`src/rtl/tt_micro_div_pkg.sv`:
```
`default_nettype none
// +----------------------------------------------------------------------+
// | tt_micro_div_pkg : opcodes, readback selects, FSM state, iterations   |
// | rev 1.0                                                              |
// +----------------------------------------------------------------------+
package tt_micro_div_pkg;

  localparam logic [1:0] OP_NOP   = 2'b00;
  localparam logic [1:0] OP_LD_HI = 2'b01;
  localparam logic [1:0] OP_LD_LO = 2'b10;
  localparam logic [1:0] OP_START = 2'b11;

  localparam logic [1:0] SEL_QUOT     = 2'b00;
  localparam logic [1:0] SEL_STATUS   = 2'b01;
  localparam logic [1:0] SEL_DIVIDEND = 2'b10;
  localparam logic [1:0] SEL_DIVISOR  = 2'b11;

  // One quotient bit per BUSY clock, so iterations equal the dividend width.
  localparam int ITERATIONS = 8;
  localparam int CNT_W      = $clog2(ITERATIONS);

  typedef enum logic [1:0] {
    ST_IDLE = 2'd0,
    ST_BUSY = 2'd1,
    ST_DONE = 2'd2
  } state_t;

endpackage : tt_micro_div_pkg
`default_nettype wire

```
`src/rtl/tt_micro_div_core.sv`:
```
`default_nettype none
// +----------------------------------------------------------------------+
// | tt_micro_div_core : one combinational restoring-division step         |
// | rev 1.0                                                              |
// +----------------------------------------------------------------------+
module tt_micro_div_core
  import tt_micro_div_pkg::*;
(
  input  logic [3:0] part_rem,
  input  logic       dividend_bit,
  input  logic [3:0] divisor,
  output logic [3:0] next_rem,
  output logic       quot_bit
);

  logic [4:0] shifted;

  // part_rem < divisor always holds, so the shifted value fits in 5 bits and
  // any successful subtraction leaves a result that fits back in 4 bits.
  assign shifted  = {part_rem, dividend_bit};
  assign quot_bit = (shifted >= {1'b0, divisor});
  assign next_rem = quot_bit ? (shifted[3:0] - divisor) : shifted[3:0];

endmodule : tt_micro_div_core
`default_nettype wire

```
`src/rtl/tt_um_micro_div.sv`:
```
`default_nettype none
// +----------------------------------------------------------------------+
// | tt_um_micro_div : 8b/4b restoring divider tile, registered readback   |
// | optional checker: MICRO_DIV_SELFCHECK_EN                  rev 1.0    |
// +----------------------------------------------------------------------+
module tt_um_micro_div
  import tt_micro_div_pkg::*;
(
  input  logic       clk,
  input  logic       rst,
  input  logic [7:0] ui_in,
  output logic [7:0] uo_out
);

  logic [1:0] opcode;
  logic [1:0] sel;
  logic [3:0] payload;

  assign opcode  = ui_in[7:6];
  assign sel     = ui_in[5:4];
  assign payload = ui_in[3:0];

  state_t state;
  state_t state_next;

  logic [7:0]            dividend;
  logic [3:0]            divisor;
  logic [7:0]            quotient;
  logic [3:0]            remainder;
  logic                  done;
  logic                  div0;
  logic                  busy;
  logic                  chk_err;

  logic [3:0]            part_rem;
  logic [ITERATIONS-2:0] quot_work;
  logic [CNT_W-1:0]      iter;
  logic [CNT_W-1:0]      bit_idx;

  logic [3:0]            core_rem;
  logic                  core_qbit;
  logic [7:0]            quot_final;
  logic                  last_step;
  logic                  start_ok;
  logic [7:0]            readback;

  assign bit_idx    = CNT_W'(ITERATIONS - 1) - iter;
  assign last_step  = (state == ST_BUSY) && (iter == CNT_W'(ITERATIONS - 1));
  assign start_ok   = (state != ST_BUSY) && (opcode == OP_START);
  assign quot_final = {quot_work, core_qbit};

  tt_micro_div_core u_core (
    .part_rem     (part_rem),
    .dividend_bit (dividend[bit_idx]),
    .divisor      (divisor),
    .next_rem     (core_rem),
    .quot_bit     (core_qbit)
  );

  always_ff @(posedge clk) begin
    if (rst) state <= ST_IDLE;
    else     state <= state_next;
  end

  always_comb begin
    state_next = state;
    case (state)
      ST_IDLE, ST_DONE: begin
        if (opcode == OP_START)
          state_next = (payload != 4'h0) ? ST_BUSY : ST_DONE;
      end
      ST_BUSY: begin
        if (last_step) state_next = ST_DONE;
      end
      default: state_next = ST_IDLE;
    endcase
  end

  // Partial results live only in part_rem/quot_work; the visible result
  // registers change once, on the final BUSY edge.
  always_ff @(posedge clk) begin
    if (rst) begin
      dividend  <= 8'h00;
      divisor   <= 4'h0;
      quotient  <= 8'h00;
      remainder <= 4'h0;
      done      <= 1'b0;
      div0      <= 1'b0;
      busy      <= 1'b0;
      part_rem  <= 4'h0;
      quot_work <= '0;
      iter      <= '0;
    end else if (state == ST_BUSY) begin
      part_rem  <= core_rem;
      quot_work <= {quot_work[ITERATIONS-3:0], core_qbit};
      iter      <= iter + 1'b1;
      if (last_step) begin
        quotient  <= quot_final;
        remainder <= core_rem;
        done      <= 1'b1;
        busy      <= 1'b0;
      end
    end else begin
      case (opcode)
        OP_LD_HI: dividend[7:4] <= payload;
        OP_LD_LO: dividend[3:0] <= payload;
        OP_START: begin
          divisor <= payload;
          if (payload != 4'h0) begin
            busy      <= 1'b1;
            done      <= 1'b0;
            div0      <= 1'b0;
            part_rem  <= 4'h0;
            quot_work <= '0;
            iter      <= '0;
          end else begin
            quotient  <= 8'hFF;
            remainder <= 4'hF;
            div0      <= 1'b1;
            done      <= 1'b1;
            busy      <= 1'b0;
          end
        end
        default: ;
      endcase
    end
  end

`ifdef MICRO_DIV_SELFCHECK_EN
  logic [11:0] recon;
  logic        chk_bad;

  assign recon   = 12'(quot_final) * 12'(divisor) + 12'(core_rem);
  assign chk_bad = (recon != {4'h0, dividend}) || (core_rem >= divisor);

  always_ff @(posedge clk) begin
    if (rst)            chk_err <= 1'b0;
    else if (start_ok)  chk_err <= 1'b0;
    else if (last_step) chk_err <= chk_bad;
  end
`else
  assign chk_err = 1'b0;
`endif

  always_comb begin
    readback = 8'h00;
    case (sel)
      SEL_QUOT:     readback = quotient;
      SEL_STATUS:   readback = {remainder, chk_err, div0, busy, done};
      SEL_DIVIDEND: readback = dividend;
      default:      readback = {4'h0, divisor};
    endcase
  end

  always_ff @(posedge clk) begin
    if (rst) uo_out <= 8'h00;
    else     uo_out <= readback;
  end

endmodule : tt_um_micro_div
`default_nettype wire

```
`config.mk`:
```
export PLATFORM = sky130hd
export DESIGN_NAME = tt_um_micro_div
export DESIGN_NICKNAME = d
export VERILOG_FILES = /design/src/rtl/tt_micro_div_pkg.sv /design/src/rtl/tt_micro_div_core.sv /design/src/rtl/tt_um_micro_div.sv
export SDC_FILE = /design/constraint.sdc
export NUM_CORES = 1
export LEC_CHECK = 0
export CAP_MARGIN = 10
export CORE_ASPECT_RATIO = 0.6
export CORE_MARGIN = 2
export CORE_UTILIZATION = 30
export DETAILED_ROUTE_END_ITERATION = 10
export PLACE_DENSITY = 0.58
export SYNTH_ARGS = -nofsm -noshare
export SYNTH_HDL_FRONTEND = slang
export SYNTH_SLANG_ARGS = --single-unit
```
`constraint.sdc`:
```
create_clock -name clk -period 3.2 [get_ports clk]
set_input_delay 0.8 -clock clk [delete_from_list [all_inputs] [get_ports clk]]
set_output_delay 0.8 -clock clk [all_outputs]
set_load 0.05 [all_outputs]
```
# Word level (Yosys, flattened, before mapping)
# Index checks and enable logic that the tools add are counted.
word_totals:
  input_bits: 10
  word_cells: 77
  reg_bits: 51
  output_inout_bits: 8
op_classes:
  reduce_logical: 14
  n_mux: 33
  eq_ne: 11
  n_bitwise: 1
  n_lt_le_gt_ge: 2
  add_sub_neg: 3
op_table:
  columns: ["cell", "n"]
  rows:
  - ["2-to-1 mux 4 bit", 8]
  - ["2-to-1 mux 8 bit", 4]
  - ["one-hot mux 8 bit (3 select lines)", 1]
  - ["2-to-1 mux 7 bit", 3]
  - ["AND reduction 2 bit", 6]
  - ["2-to-1 mux 1 bit", 9]
  - ["2-to-1 mux 3 bit", 3]
  - ["== test 2 bit, second input constant", 4]
  - ["== test 2 x 1 -> 1 bit, second input constant", 3]
  - ["2-to-1 mux 2 bit", 3]
  - ["inequality test 2 bit, second input constant", 3]
  - [">= comparator 5 x 4 -> 1 bit", 1]
  - ["logical NOT 2 bit", 2]
  - ["less-than comparator 3 x 4 -> 1 bit, second input constant", 1]
  - ["one-hot mux 2 bit (2 select lines)", 1]
  - ["nonzero test 2 bit", 2]
  - ["nonzero test 4 bit", 1]
  - ["subtractor 4 bit", 1]
  - ["adder 3 x 1 -> 3 bit, second input constant", 1]
  - ["binary-select mux 1 bit (select 3 bit)", 1]
  - ["== test 3 bit, second input constant", 1]
  - ["AND reduction 3 bit", 1]
  - ["subtractor 3 bit, first input constant", 1]
  - ["OR reduction 2 bit", 1]
  - ["2 further kinds", 2]

# Longest topological paths before layout
logic_depth:
  depth_word: 7
  ltp_mapped: 8
  mapped_depth_nobuf: 8

# By module
# Synthesis repeated with hierarchy kept, for this count alone.
hier_totals:
  cells_unflattened: 266
  area_unflattened_um2: 2427.3
by_module_without_submodules:
  columns: ["mod", "area_each_um2", "n_inst", "seq_area_each_um2", "cells_per_inst"]
  rows:
  - ["tt_um_micro_div", 2203.4, 1, 1021.0, 238]
  - ["tt_micro_div_core", 224.0, 1, 0.0, 28]

# Worst setup path before layout
# OpenSTA, ideal clock, no wires.
synth_timing:
  path_kind: "register -> register"
  start: "register iter[1]"
  end: "register remainder[0]"
  path_buffers: 0
  synth_period_minus_slack_ns: 2.418
  path_slack_ns: 0.782
  stages_incl_launch_ff: 9
  setup_time_ns: 0.086
  t_arrival_ns: 2.333
  required_time_ns: 3.114
  path_cell_list: "dfxtp_1 mux4_2 mux2i_1 ha_1 nand4_1 nand2_1 nor2_1 mux2_2 a211oi_1"
synth_between:
  elab_chain_cells: 7
  elab_cells_between_ends: 12
synth_rtl:
  columns: ["item", "line_no", "text"]
  rows:
  - ["start: declaration", "tt_um_micro_div.sv:37", "logic [CNT_W-1:0] iter;"]
  - ["start signal: assignment", "tt_um_micro_div.sv:96", "iter <= iter + 1'b1;"]
  - ["subtractor 3 bit", "tt_um_micro_div.sv:47", "assign bit_idx = CNT_W'(ITERATIONS - 1) - iter;"]
  - ["binary-select mux 1 bit (select 3 bit)", "tt_um_micro_div.sv:54", ".dividend_bit (dividend[bit_idx]),"]
  - ["2-to-1 mux 1 bit (not written as such)", "tt_um_micro_div.sv:54", null]
  - ["subtractor 4 bit or >= comparator 5 x 4 -> 1 bit (tied branches)", "tt_micro_div_core.sv:22, tt_micro_div_core.sv:21", null]
  - ["2-to-1 mux 4 bit", "tt_micro_div_core.sv:22", "assign next_rem = quot_bit ? (shifted[3:0] - divisor) : shifted[3:0];"]
  - ["2-to-1 mux 4 bit", "tt_um_micro_div.sv:97", "if (last_step) begin"]
  - ["2-to-1 mux 4 bit", "tt_um_micro_div.sv:93", "end else if (state == ST_BUSY) begin"]
  - ["end signal: assignment", "tt_um_micro_div.sv:99", "remainder <= core_rem;"]
  - ["end: declaration", "tt_um_micro_div.sv:29", "logic [3:0] remainder;"]
# Parallel ways exist; a longest one is shown, timed or not. The select of a mux whose other input is x is not followed.
# A chain may end at the register's enable or synchronous reset.

# Worst setup path after layout
layout_timing:
  start: "register iter[1]"
  end: "register remainder[1]"
# Same word-level chain as after synthesis.

==> impl_metrics.toml <==
[detailed_routing]
drc = 0
drt_pass1_iterations = 4
drt_iter0_markers = 160
via_count = 1707
drt-vias-per-instance = 4.96
routed_wl_mm = 5.20
ant_nets = 0
wl_per_cell_um = 15.1

[flow_run]
drv_cap = 0

[synth]
yosys.area.top_type = "dfxtp_1"
syn_avg_cell_area_um2 = 9.42
synth_common_cells = "dfxtp_1, nor2_1, nand2_1"
postSynth.asyncResetShare = 0
netlist_area_mm2 = 0.00221
synth_nets = 252
synthTopCellsByArea = "dfxtp_1, nor2_1, mux2i_1, mux4_2, a21oi_1"
synth_ff_type = "dfxtp_1"
syn-instance-count = 235
ys_seq_elements = 51
netlist.area_leader.share = 0.461
synth_edf_count = 0
yosys_warnings = 0
seq_area_frac_synth = 0.461
post-synth-top-count-cell = "dfxtp_1"
synth.distinct_cells = 38

[layout]
drive_above_1_share = 0.111
area.growth.synth_to_final_pct = 19.3
antennaDiodeCount = 0
final_nets = 270
fin_cells = 344
fill_cells = 734

[pwr]
p_clk_frac = 0.413
pwr-share-seq = 0.474
p_switching_w = 0.000327
power.internal_w = 0.00108
leakagePower_nw = 0.953
power_density_mw_per_mm2 = 534
switching_share = 0.232
combPwrFrac = 0.113
ir_drop_mv = 0.202

[placed_design]
dp_hpwl_mm = 3.87
port_buffers = 17
gp_congestion = 0.786
placed_cells = 337

[sta]
setup_viol = 0
min_period_over_period = 0.870
skew_ns = 0.00499
relSlewSlack = 0.620
fmax_ghz = 0.359
rsz0062_at_grt = "false"
min_period_ns = 2.79
slew_viol_final = 0
final-hold-violation-count = 0
setup_tns_ns = 0
tightest_slew_ns = 0.567

[global_routing]
grt.overflow.total = 0
grt_max_degree = 37
antenna_found_initial = 0
track_usage = 0.140
grt_pass1_vias = 1660
grt_pass1_wl_mm = 8.82

[clock_tree]
cts_made_buffers = 5
cts_buffer_depth = 2
cts_setup_buffers = 0
path_clk_slew_ns = 0.06
clock-sinks = 51
cts_root_buffer = "clkbuf_16"
clk-insertion-delay-late_ns = 0.29
h-tree-depth = 2
ctsHoldBuffers = 0
ctsResizeCount = 0
cts_tree = "done"

[floorplanning]
placementRows = 24
die_y_um = 70.6
core_area_mm2 = 0.00721
io_pins = 18
dieArea_mm2 = 0.00811
die_x_um = 115
start_util = 0.307

[worst_setup_path]
cp_max_fo = 5
required_ns = 3.40
worstSetupEndpointType = "flop"
start_kind = "flop"
path_class = "flop to flop"
cp.arrival_ns = 2.98

[min_path]
hold_path_class = "flop to flop"

[status]
status = "finished clean"
==> stage by stage <==
step           hold WS [ns]   util  setup slack, ns  cell area, um^2  total power [W]
2_1_floorplan         0.435      -            0.782             2210         0.000788
3_3_place_gp          0.451  0.344            0.425             2480         0.000841
3_5_place_dp          0.467  0.344            0.458             2480         0.000842
4_1_cts               0.478  0.366            0.414             2640          0.00142
5_1_grt               0.510  0.366            0.217             2640          0.00148
6_report              0.474  0.366            0.415             2640          0.00141
==> sequential cells by signal, indices dropped and copies added (netlist names) <==
name / flops
busy: 1
div0: 1
dividend: 8
divisor: 4
done: 1
iter: 3
part_rem: 4
quot_work: 7
quotient: 8
remainder: 4
state: 2
uo_out: 8
==> worst paths after layout <==
path / to / cells after the start / slack (ns) / start
hold reg to reg: quot_work[6] / 2 / 0.47 / quot_work[6]
hold / removal: quot_work[6] / 2 / 0.47 / quot_work[6]
setup reg to reg: remainder[1] / 8 / 0.41 / iter[1]
setup / recovery: remainder[1] / 8 / 0.41 / iter[1]
==> logic make-up after synthesis <==
group           Yosys count  synth area share
fa+ha+maj                 7            0.0429
simple gates             97             0.195
compound gates           41             0.135
xor+xnor                  1           0.00396
mux                      22             0.129
flops                    51             0.461
buf+inv                  16            0.0328
==> power by group through the flow <==
stage          logic [W]  registers, W  clock network [W]
6_report        0.000159      0.000670           0.000583
5_1_grt         0.000175      0.000672           0.000632
4_1_cts         0.000159      0.000669           0.000595
3_5_place_dp    0.000158      0.000684                  0
3_3_place_gp    0.000158      0.000683                  0
2_1_floorplan   0.000104      0.000685                  0
==> final cells by class <==
type,count,area [um^2],share of cell area
well taps,91,114,0.0431
clock buffers,6,129,0.0488
multi-input cells,168,1120,0.424
repair buffers,22,208,0.0786
inverters,5,18.8,0.00711
clock inverters,1,30.0,0.0114
flip-flops and latches,51,1020,0.387
==> worst max-delay path, stage by stage (launching register included) <==
cell and delay [ns]:
dfxtp_1 0.45, mux4_2 0.54, mux2i_1 0.21, ha_1 0.28, nand4_1 0.10, nand2_1 0.07, nor2_1 0.39, mux2_2 0.41
a211oi_1 0.24
==> routing by layer <==
metal / vias to the layer above / wire (um) / track usage
li1: 860 / - / -
met1: 806 / 2900 / 0.226
met2: 35 / 1990 / 0.182
met3: 6 / 264 / 0.0403
met4: 0 / 40 / 0.0281
met5: - / 0 / 0
==> cells in the final DEF, fill, tap and decap left out, drive strengths merged, types with 2 or more instances in the layout <==
| cell type | instances |
|---|---|
| ha | 6 |
| and2 | 5 |
| inv | 5 |
| nor2b | 2 |
| mux2i | 14 |
| a211oi | 6 |
| o221a | 2 |
| clkbuf | 6 |
| o21ai | 4 |
| nor3 | 12 |
| nand2 | 25 |
| buf | 5 |
| nand2b | 2 |
| o31ai | 3 |
| a22oi | 3 |
| mux2 | 3 |
| a21oi | 19 |
| dfxtp | 51 |
| clkdlybuf4s50 | 17 |
| mux4 | 5 |
| nand3 | 2 |
| nor2 | 44 |
(Power assumes the default switching activity.)
